**src/rtl/rom_arbiter.sv**
```systemverilog
// rom_arbiter: two-port (fetch/data) arbiter in front of a synchronous ROM.
// One transaction in flight: grant -> ADDR -> DATA -> RESP -> IDLE.
// Optional macro ROM_ARBITER_ROUND_ROBIN_EN: alternate grants under contention
// (default build: data port wins on contention).
module rom_arbiter #(
  parameter int unsigned ADDR_WIDTH = 4,
  parameter int unsigned DATA_WIDTH = 8
) (
  input  logic                  clk,
  input  logic                  reset,
  input  logic                  i_req,
  input  logic [ADDR_WIDTH-1:0] i_addr,
  output logic                  i_gnt,
  output logic                  i_rvalid,
  output logic [DATA_WIDTH-1:0] i_rdata,
  input  logic                  i_rready,
  input  logic                  d_req,
  input  logic [ADDR_WIDTH-1:0] d_addr,
  output logic                  d_gnt,
  output logic                  d_rvalid,
  output logic [DATA_WIDTH-1:0] d_rdata,
  input  logic                  d_rready,
  output logic [ADDR_WIDTH-1:0] rom_addr,
  input  logic [DATA_WIDTH-1:0] rom_data
);

  typedef enum logic [1:0] {
    IDLE = 2'd0,
    ADDR = 2'd1,
    DATA = 2'd2,
    RESP = 2'd3
  } state_t;

  state_t state;
  state_t state_next;
  logic   owner_d;   // 1: data port owns the transaction, 0: fetch port
  logic   done;      // owner's rready while waiting in RESP

`ifdef ROM_ARBITER_ROUND_ROBIN_EN
  logic   last_d;    // 1: data port was granted last
`endif

  // State register
  always_ff @(posedge clk) begin
    if (reset) state <= IDLE;
    else       state <= state_next;
  end

  // Next state and combinational grants; grants only in IDLE and never under reset
  always_comb begin
    state_next = state;
    i_gnt      = 1'b0;
    d_gnt      = 1'b0;
    done       = owner_d ? d_rready : i_rready;
    case (state)
      IDLE: begin
        if (!reset) begin
          if (d_req && i_req) begin
`ifdef ROM_ARBITER_ROUND_ROBIN_EN
            if (last_d) i_gnt = 1'b1;
            else        d_gnt = 1'b1;
`else
            d_gnt = 1'b1;
`endif
          end else if (d_req) begin
            d_gnt = 1'b1;
          end else if (i_req) begin
            i_gnt = 1'b1;
          end
          if (i_req || d_req) state_next = ADDR;
        end
      end
      ADDR:    state_next = DATA;
      DATA:    state_next = RESP;
      RESP:    if (done) state_next = IDLE;
      default: state_next = IDLE;
    endcase
  end

  // Address/owner capture on grant, read data capture in DATA, response handshake in RESP
  always_ff @(posedge clk) begin
    if (reset) begin
      rom_addr <= '0;
      owner_d  <= 1'b0;
      i_rvalid <= 1'b0;
      d_rvalid <= 1'b0;
      i_rdata  <= '0;
      d_rdata  <= '0;
`ifdef ROM_ARBITER_ROUND_ROBIN_EN
      last_d   <= 1'b0;
`endif
    end else begin
      if (i_gnt || d_gnt) begin
        rom_addr <= d_gnt ? d_addr : i_addr;
        owner_d  <= d_gnt;
`ifdef ROM_ARBITER_ROUND_ROBIN_EN
        last_d   <= d_gnt;
`endif
      end
      if (state == DATA) begin
        if (owner_d) begin
          d_rdata  <= rom_data;
          d_rvalid <= 1'b1;
        end else begin
          i_rdata  <= rom_data;
          i_rvalid <= 1'b1;
        end
      end
      if (state == RESP && done) begin
        i_rvalid <= 1'b0;
        d_rvalid <= 1'b0;
      end
    end
  end

endmodule

```
**config.mk**
```make
export PLATFORM = sky130hd
export DESIGN_NAME = rom_arbiter
export DESIGN_NICKNAME = d
export VERILOG_FILES = /design/src/rtl/rom_arbiter.sv
export SDC_FILE = /design/constraint.sdc
export NUM_CORES = 1
export LEC_CHECK = 0
export ABC_AREA = 1
export BUFFER_PORTS_ARGS = -buffer_cell sky130_fd_sc_hd__buf_4
export CAP_MARGIN = 15
export CELL_PAD_IN_SITES_DETAIL_PLACEMENT = 0
export CELL_PAD_IN_SITES_GLOBAL_PLACEMENT = 2
export CORE_MARGIN = 2
export CORE_UTILIZATION = 24
export DETAILED_ROUTE_END_ITERATION = 16
export PLACE_DENSITY = 0.87
export SLEW_MARGIN = 20
export SYNTH_ARGS = -nofsm -noshare
export SYNTH_HDL_FRONTEND = slang
export SYNTH_SLANG_ARGS = --single-unit
```
**constraint.sdc**
```tcl
create_clock -name clk -period 1.4 [get_ports clk]
set_input_delay 0.42 -clock clk [delete_from_list [all_inputs] [get_ports clk]]
set_output_delay 0.42 -clock clk [all_outputs]
set_load 0.05 [all_outputs]
```
==> results.cfg, run 1 <==
[logic_synthesis]
synth_cell_types = 19
synth_most_common_cell = nor2_1
synthTopCellsByCount = nor2_1 (39), dfxtp_1 (25), nand2_1 (18)
postSynth.asyncResetShare = 0
yosysWarnings = 0
synth.avg_cell_area_um2 = 7.40
synth_seq_cells = 25
synth_nets = 170
synth_edf_count = 0
yosys.area.top_type = dfxtp_1
synthTopCellsByArea = dfxtp_1 (47%), nor2_1 (14%), o21ai_0 (7.5%)
syn_inst = 144
synth_ff_type = dfxtp_1
yosysSeqAreaShare = 0.469
yosysTopAreaCellShare = 0.469
syn_area_mm2 = 0.00107

[final_layout]
syn_to_final_growth_pct = 55.8
nets = 231
fillers = 490
diodes = 0
multi_input_area_um2 = 532
register_area_um2 = 503
drive_gt1_frac = 0.397

[floorplanning]
fp.dieArea_mm2 = 0.00499
dieWidth_um = 70.6
die_h_um = 70.6
ios = 46
row_count = 24
start_util = 0.247
coreArea_mm2 = 0.00432

[clock_network]
cts_sinks = 25
htreeDepth = 1
cts_tree = yes
clk_pin_slew_worst_paths_ps = 90
clockBufferDepth = 2
hold_buffers = 0
cts_root_buf = clkbuf_8
cts_made_buffers = 3
insertion_delay_ps = 260

[global_routing]
grt_max_degree = 21
gr-total-overflow = 0
grt_pass1_wl_mm = 4.55
antenna_found_initial = 0
grtUsageTotal = 0.114
grt_pass1_vias = 1076

[critical_path]
path_cells = inv_2 > ha_4 > nand2_4 > nor3b_4 > buf_6
cp.required_ps = 980
cp-start-kind = flop
cp_top_family = flip-flops
reg2reg_depth = 7
cp.arrival_ps = 1240
r2r_slack_ps = 100
critPathBufInv = 2
regToRegEndpoint = d_rdata[6]
max_stage_delay_ps = 330
path_class = reg2out
crit-reg2reg-launch = state[0]
critPathCaptureType = output port
crit_slowest_cell = dfxtp_2
cp_max_fo = 4

[placement]
port_buffers = 45
place.gp.congestion = 0.750
hpwl_mm = 2.11

[detailed_routing]
first_pass_iters = 4
antenna_left = 0
drt_iter0_drc = 45
viasPerCell = 4.23
num_vias = 1084
wl_per_cell_um = 10.6
routed_wl_mm = 2.70
drc = 0

[power_and_ir_drop]
clkPwrFrac = 0.141
peakVddDrop_mv = 0.559
power_per_cell_area_mw_per_mm2 = 1820
pwr-share-comb = 0.540
p_seq_frac = 0.319
swShare = 0.439
switchingPower_mw = 1.33
leakagePower_nw = 0.764
total_power_mw = 3.03
p_int_mw = 1.70

[worst_hold_path]
hold_path.class = in2reg
worstHoldStart = rom_data[1]
hold_end = i_rdata[1]
hold_depth = 3

[timing]
min_period_over_period = 1.18
finalMaxSlewViolations = 0
max_freq_mhz = 604
finalSetupViolCount = 2
skew_ps = 4.14
worst_slack_ps = -256
rsz0062_at_grt = true
post-route-min-period_ps = 1660
final-hold-violation-count = 0
fin_setup_tns_ps = -453
tightestPinTransition_ps = 183
max-slew-margin-rel = 0.877

[outcome]
status = complete, but fails checks
violations = setup timing

[run]
max_cap_violations = 0
-- cell type report --
type / count / area share
clock buffers: 4 / 0.0271
repair inverters: 1 / 0.00452
repair buffers: 57 / 0.265
well taps: 52 / 0.0392
multi-input cells: 101 / 0.320
inverters: 16 / 0.0414
flip-flops and latches: 25 / 0.303
-- cell families (layout without fill, tap and decap cells) --
logic type,after synthesis,in the layout,synth area share
AO/OA/AOI/OAI,23,23,0.108
adder cells (fa/ha/maj),4,4,0.0470
buffers and inverters,18,78,0.0716
flip-flops,25,25,0.469
AND/OR/NAND/NOR,74,74,0.304
-- worst register-to-register path, delay by kind of cell, from the launching register on --
family          cells  cell delay, ps
buf+inv             3             350
flops               1             330
fa+ha+maj           1             190
compound gates      1             180
simple gates        2             130
-- cell usage in the layout, fill, tap and decap left out, drive strengths merged --
cell       n
a21oi      7
buf       57
clkbuf     4
clkinv     1
clkinvlp   3
dfxtp     25
ha         4
inv       13
nand2     20
nand3      7
nand3b     1
nand4      4
nor2      41
nor3b      1
o21ai     16
-- flip-flops by register name, summed over array words and instances (netlist names) --
signal    flops
owner_d       1
rom_addr      4
d_rdata       8
i_rdata       8
state         2
d_rvalid      1
i_rvalid      1
-- per-layer routing --
layer / GRT usage / routed length, um / vias up
met1: 0.138 / 1240 / 470
li1: - / - / 577
met4: 0.0461 / 16 / 0
met5: 0 / 0 / -
met3: 0.0313 / 218 / 2
met2: 0.191 / 1230 / 35
-- worst max-delay path by stage --
stage,start,to,slack (ps),cells past startpoint
6_report,state[0],i_gnt,-260,5
4_1_cts,state[0],i_gnt,-270,5
5_1_grt,state[0],i_gnt,-320,5
3_5_place_dp,reset,i_gnt,-100,5
2_1_floorplan,state[1],i_gnt,-150,4
3_3_place_gp,reset,i_gnt,-100,5
-- timing repair --
action / 4_1_cts / 5_1_grt
gates resized for setup: 5 / 11
pin swaps: 2 / 4
setup endpoints to repair: 16 / 15
gates cloned: 0 / 1
buffers inserted: 1 / 1
-- per-stage QoR --
| step | instances | hold slack, ps | utilization | worst slack [ps] | area [um2] |
|---|---|---|---|---|---|
| 2_1_floorplan | 144 | 460 | - | -153 | 1100 |
| 3_3_place_gp | 251 | 450 | 0.365 | -98.6 | 1580 |
| 3_5_place_dp | 251 | 457 | 0.365 | -101 | 1580 |
| 4_1_cts | 256 | 406 | 0.380 | -274 | 1640 |
| 5_1_grt | 256 | 424 | 0.384 | -322 | 1660 |
| 6_report | 256 | 397 | 0.384 | -256 | 1660 |
-- power groups by stage --
stage	clock [mW]	sequential (mW)	combinational [mW]
after floorplan	0	1.41	0.607
after global placement	0	0.981	1.58
after detailed placement	0	0.981	1.59
after CTS	0.441	0.967	1.62
after global routing	0.473	0.989	1.78
final	0.425	0.966	1.64
(Power assumes the default switching activity.)
==> inputs of run 2 (changes only) <==
Settings changed: CTS_CLUSTER_DIAMETER set to 50, REMOVE_ABC_BUFFERS set to 1.
==> run 2 against run 1 <==
Net effect:
- the run still ends with setup timing left
- non-clock buffer count rose by 2
- critical path type unchanged
- wire length rose by 0.81%
- highest routed layer unchanged
- setup slack got worse by 3.7 ps
==> results.cfg, run 2 (synthesized netlist as in run 1, its figures left out) <==
[critical_path]
critPathCaptureType = output port
regToRegEndpoint = d_rdata[6]
cp-start-kind = flop
r2r_slack_ps = 120
cp_max_fo = 3
crit-reg2reg-launch = state[0]
cp.required_ps = 980
setup.worst_path.end = i_gnt
reg2reg_depth = 7
startpoint = state[0]
cp.arrival_ps = 1240
path_class = reg2out

[timing]
worst_slack_ps = -260
finalMaxSlewViolations = 0
tightestPinTransition_ps = 205
max_freq_mhz = 602
post-route-min-period_ps = 1660
max-slew-margin-rel = 0.863
final-hold-violation-count = 0
rsz0062_at_grt = true
min_period_over_period = 1.19
whs_ps = 388
skew_ps = 2.45
finalSetupViolCount = 2

[clock_network]
cts_made_buffers = 3
clk_pin_slew_worst_paths_ps = 90
cts_tree = yes
cts_root_buf = clkbuf_8
cts_sinks = 25
clockBufferDepth = 2
insertion_delay_ps = 270
htreeDepth = 1

[final_layout]
diodes = 0
drive_gt1_frac = 0.390
top_regs = d_rdata (8), i_rdata (8), rom_addr (4)
nets = 232
register_area_um2 = 503
syn_to_final_growth_pct = 54.1
final_common_cell = buf_4
multi_input_area_um2 = 509
fillers = 496
final_cell_mix = buf_4 (57), nor2_1 (39), dfxtp_1 (23), nand2_1 (18), o21ai_0 (12)

[worst_hold_path]
worstHoldStart = rom_data[1]
hold_depth = 3
hold_path.class = in2reg

[global_routing]
grt_max_degree = 24
grtUsageTotal = 0.120
grt_pass1_vias = 1104
gr-total-overflow = 0
antenna_found_initial = 0
grt_pass1_wl_mm = 4.83

[detailed_routing]
num_vias = 1066
routed_wl_mm = 2.73
drt_iter0_drc = 16
antenna_left = 0
drc = 0
viasPerCell = 4.15
wl_per_cell_um = 10.6
first_pass_iters = 4

[outcome]
status = complete, but fails checks
violations = setup timing

[floorplanning]
ios = 46
coreArea_mm2 = 0.00432
die_h_um = 70.6
start_util = 0.247
row_count = 24
fp.dieArea_mm2 = 0.00499
dieWidth_um = 70.6

[power_and_ir_drop]
peakVddDrop_mv = 0.750
power_per_cell_area_mw_per_mm2 = 1840
leakagePower_nw = 0.776

[placement]
port_buffers = 45
dp_slack_ps = -91.4
place.gp.congestion = 0.767
hpwl_mm = 2.13

[run]
max_cap_violations = 0
## run 2: final cells by class
class,instances,share of cell area
clock buffer,3,0.0251
clock inverter,1,0.00457
inverter,16,0.0381
multi-input combinational,101,0.310
sequential,25,0.306
tap,52,0.0396
timing repair buffer,59,0.276
## run 2: per-layer routing
layer | vias to the layer above | global-route usage | part of all wire
met2 | 39 | 0.190 | 0.44
met3 | 2 | 0.0556 | 0.095
met4 | 0 | 0.0189 | 0.0044
li1 | 578 | - | -
met5 | - | 0 | 0
met1 | 447 | 0.154 | 0.46
## run 2: repair_timing
item                       4_1_cts  5_1_grt
setup endpoints to repair       20        9
hold buffers                     0        0
resized for setup               13        5
setup buffers                    0        0
## run 2: worst max-delay path, cell delays in order (launching register included)
cell and delay [ps]:
dfxtp_2 330, inv_2 70, ha_4 150, nand2_2 60, nor3b_2 170, buf_6 180
## run 2: power breakdown
part           switching (mW)  total (mW)  leakage [nW]  internal, mW
combinational           0.998        1.62         0.550         0.622
sequential             0.0845       0.963         0.204         0.878
clock                   0.236       0.438        0.0217         0.202
total                    1.32        3.02         0.776          1.70
## run 2: worst min-delay path by stage
| stage | end | slack (ps) |
|---|---|---|
| 2_1_floorplan | owner_d | 460 |
| 3_3_place_gp | rom_addr[1] | 450 |
| 3_5_place_dp | rom_addr[3] | 460 |
| 4_1_cts | d_rdata[1] | 400 |
| 5_1_grt | d_rdata[6] | 390 |
| 6_report | d_rdata[1] | 390 |
## run 2: metrics by stage
step	std cells	util	total power, mW	setup TNS, ps	instance area [um2]
after floorplan	142	-	1.94	-1130	1050
after global placement	253	0.360	2.52	-154	1560
after detailed placement	253	0.360	2.54	-379	1560
after CTS	257	0.379	3.05	-501	1640
after global routing	257	0.380	3.27	-616	1640
final	257	0.380	3.02	-493	1640
==> inputs of run 3 (changes only) <==
Settings changed: CORE_UTILIZATION 24 to 26, PLACE_DENSITY 0.87 to 0.92.
Clock period 1.4 ns to 2.1 ns, I/O delays scaled along.
==> run 3 against run 2 <==
Net effect:
- the run now ends clean
- sequential share of layout area increased by 2.0 points
- clock skew grew 1.9 ps
- power fell by 38%
- core utilization is 0.67 points higher
- final cell count decreased by 5.1%
- wire length decreased by 5.8%
- sequential power is 33% lower
- first-iteration DRC count rose to 3.8 times the previous value
- non-clock buffer count is 11 lower
- largest cell class unchanged
==> results.cfg, run 3 (synthesized netlist as in run 1, its figures left out) <==
[run]
max_cap_violations = 0

[critical_path]
cp-start-kind = flop
cp.arrival_ps = 1340
path_class = reg2out
cp_max_fo = 6
cp.required_ps = 1470
critPathCaptureType = output port

[floorplanning]
start_util = 0.268
ios = 46
dieWidth_um = 68.0
row_count = 23
coreArea_mm2 = 0.00397
die_h_um = 68.0
fp.dieArea_mm2 = 0.00463

[final_layout]
fillers = 457
final_common_cell = buf_4
final_cell_mix = buf_4 (48), nor2_1 (39), dfxtp_1 (25), nand2_1 (18), o21ai_0 (16)
top_regs = d_rdata (8), i_rdata (8), rom_addr (4)
syn_to_final_growth_pct = 44.0
nets = 221
diodes = 0
drive_gt1_frac = 0.320
finalNonFillerCells = 244

[worst_hold_path]
hold_path.class = reg2reg

[placement]
hpwl_mm = 1.94
dp_slack_ps = 139
numPlacedInstances = 239
port_buffers = 45
place.gp.congestion = 0.746

[detailed_routing]
num_vias = 1046
antenna_left = 0
viasPerCell = 4.29
drt_iter0_drc = 60
drc = 0
wl_per_cell_um = 10.5
routed_wl_mm = 2.57
first_pass_iters = 4

[timing]
finalSetupViolCount = 0
final-hold-violation-count = 0
whs_ps = 466
post-route-min-period_ps = 1970
worst_slack_ps = 127
skew_ps = 4.36
rsz0062_at_grt = false
max_freq_mhz = 507
max-slew-margin-rel = 0.800
min_period_over_period = 0.939
finalMaxSlewViolations = 0
tightestPinTransition_ps = 299

[clock_network]
cts_root_buf = clkbuf_8
cts_made_buffers = 3
insertion_delay_ps = 270
clk_pin_slew_worst_paths_ps = 80
clockBufferDepth = 2
htreeDepth = 1
cts_sinks = 25
cts_tree = yes

[global_routing]
gr-total-overflow = 0
grt_pass1_vias = 952
antenna_found_initial = 0
grtUsageTotal = 0.120
grt_max_degree = 21
grt_pass1_wl_mm = 4.20

[outcome]
status = finished, final reports clean

[power_and_ir_drop]
power_per_cell_area_mw_per_mm2 = 1220
leakagePower_nw = 0.719
peakVddDrop_mv = 0.360
## run 3: cell count changes in the layout (fill, tap and decap cells not counted), sizes merged
| cell | delta |
|---|---|
| buf | -11 |
| clkbuf | +1 |
| clkinvlp | -1 |
## run 3: final cells by class
cell class,instances,area (um2),share of cell area
inverter,16,60.1,0.0391
sequential,25,500,0.326
timing repair buffer,48,360,0.235
tap,50,62.6,0.0407
multi-input combinational,101,507,0.330
clock buffer,4,45.0,0.0293
## run 3: critical path: stages (launching register included)
cell     delay, ps
dfxtp_1        350
inv_2           90
ha_4           170
nand2_2         90
nor3b_2        150
buf_4          210
## run 3: worst paths after layout
path / startpoint / end / slack, ps / cells past startpoint
worst max-delay path: state[1] / i_gnt / 130 / 5
worst min-delay path: rom_addr[1] / rom_addr[1] / 470 / 2
worst max register to register: state[0] / d_rdata[1] / 500 / 6
worst min register to register: rom_addr[1] / rom_addr[1] / 470 / 2
## run 3: through the flow
stage	area, um2	util	power, mW	setup TNS [ps]
global placement	1470	0.369	1.56	0
CTS	1520	0.383	1.87	0
detailed placement	1470	0.369	1.56	0
finish	1540	0.387	1.87	0
floorplan	1050	-	1.30	-624
global route	1540	0.387	2.02	0
## run 3: where the power goes
group	total (mW)	internal, mW	leakage, nW	switching [mW]
clock	0.279	0.136	0.0228	0.144
combinational	0.945	0.321	0.492	0.624
sequential	0.648	0.582	0.204	0.0668
## run 3: layer usage
metal	track usage	share of wire
met1	0.145	0.46
met2	0.200	0.44
met3	0.0280	0.093
met4	0.0525	0.014
met5	0	0
## run 3: repair_timing
item,4_1_cts,5_1_grt
gates resized for setup,2,3
endpoints found under the setup margin,2,2
setup buffers,0,1
pin swaps,0,1
hold buffers,0,0
gates cloned,0,0
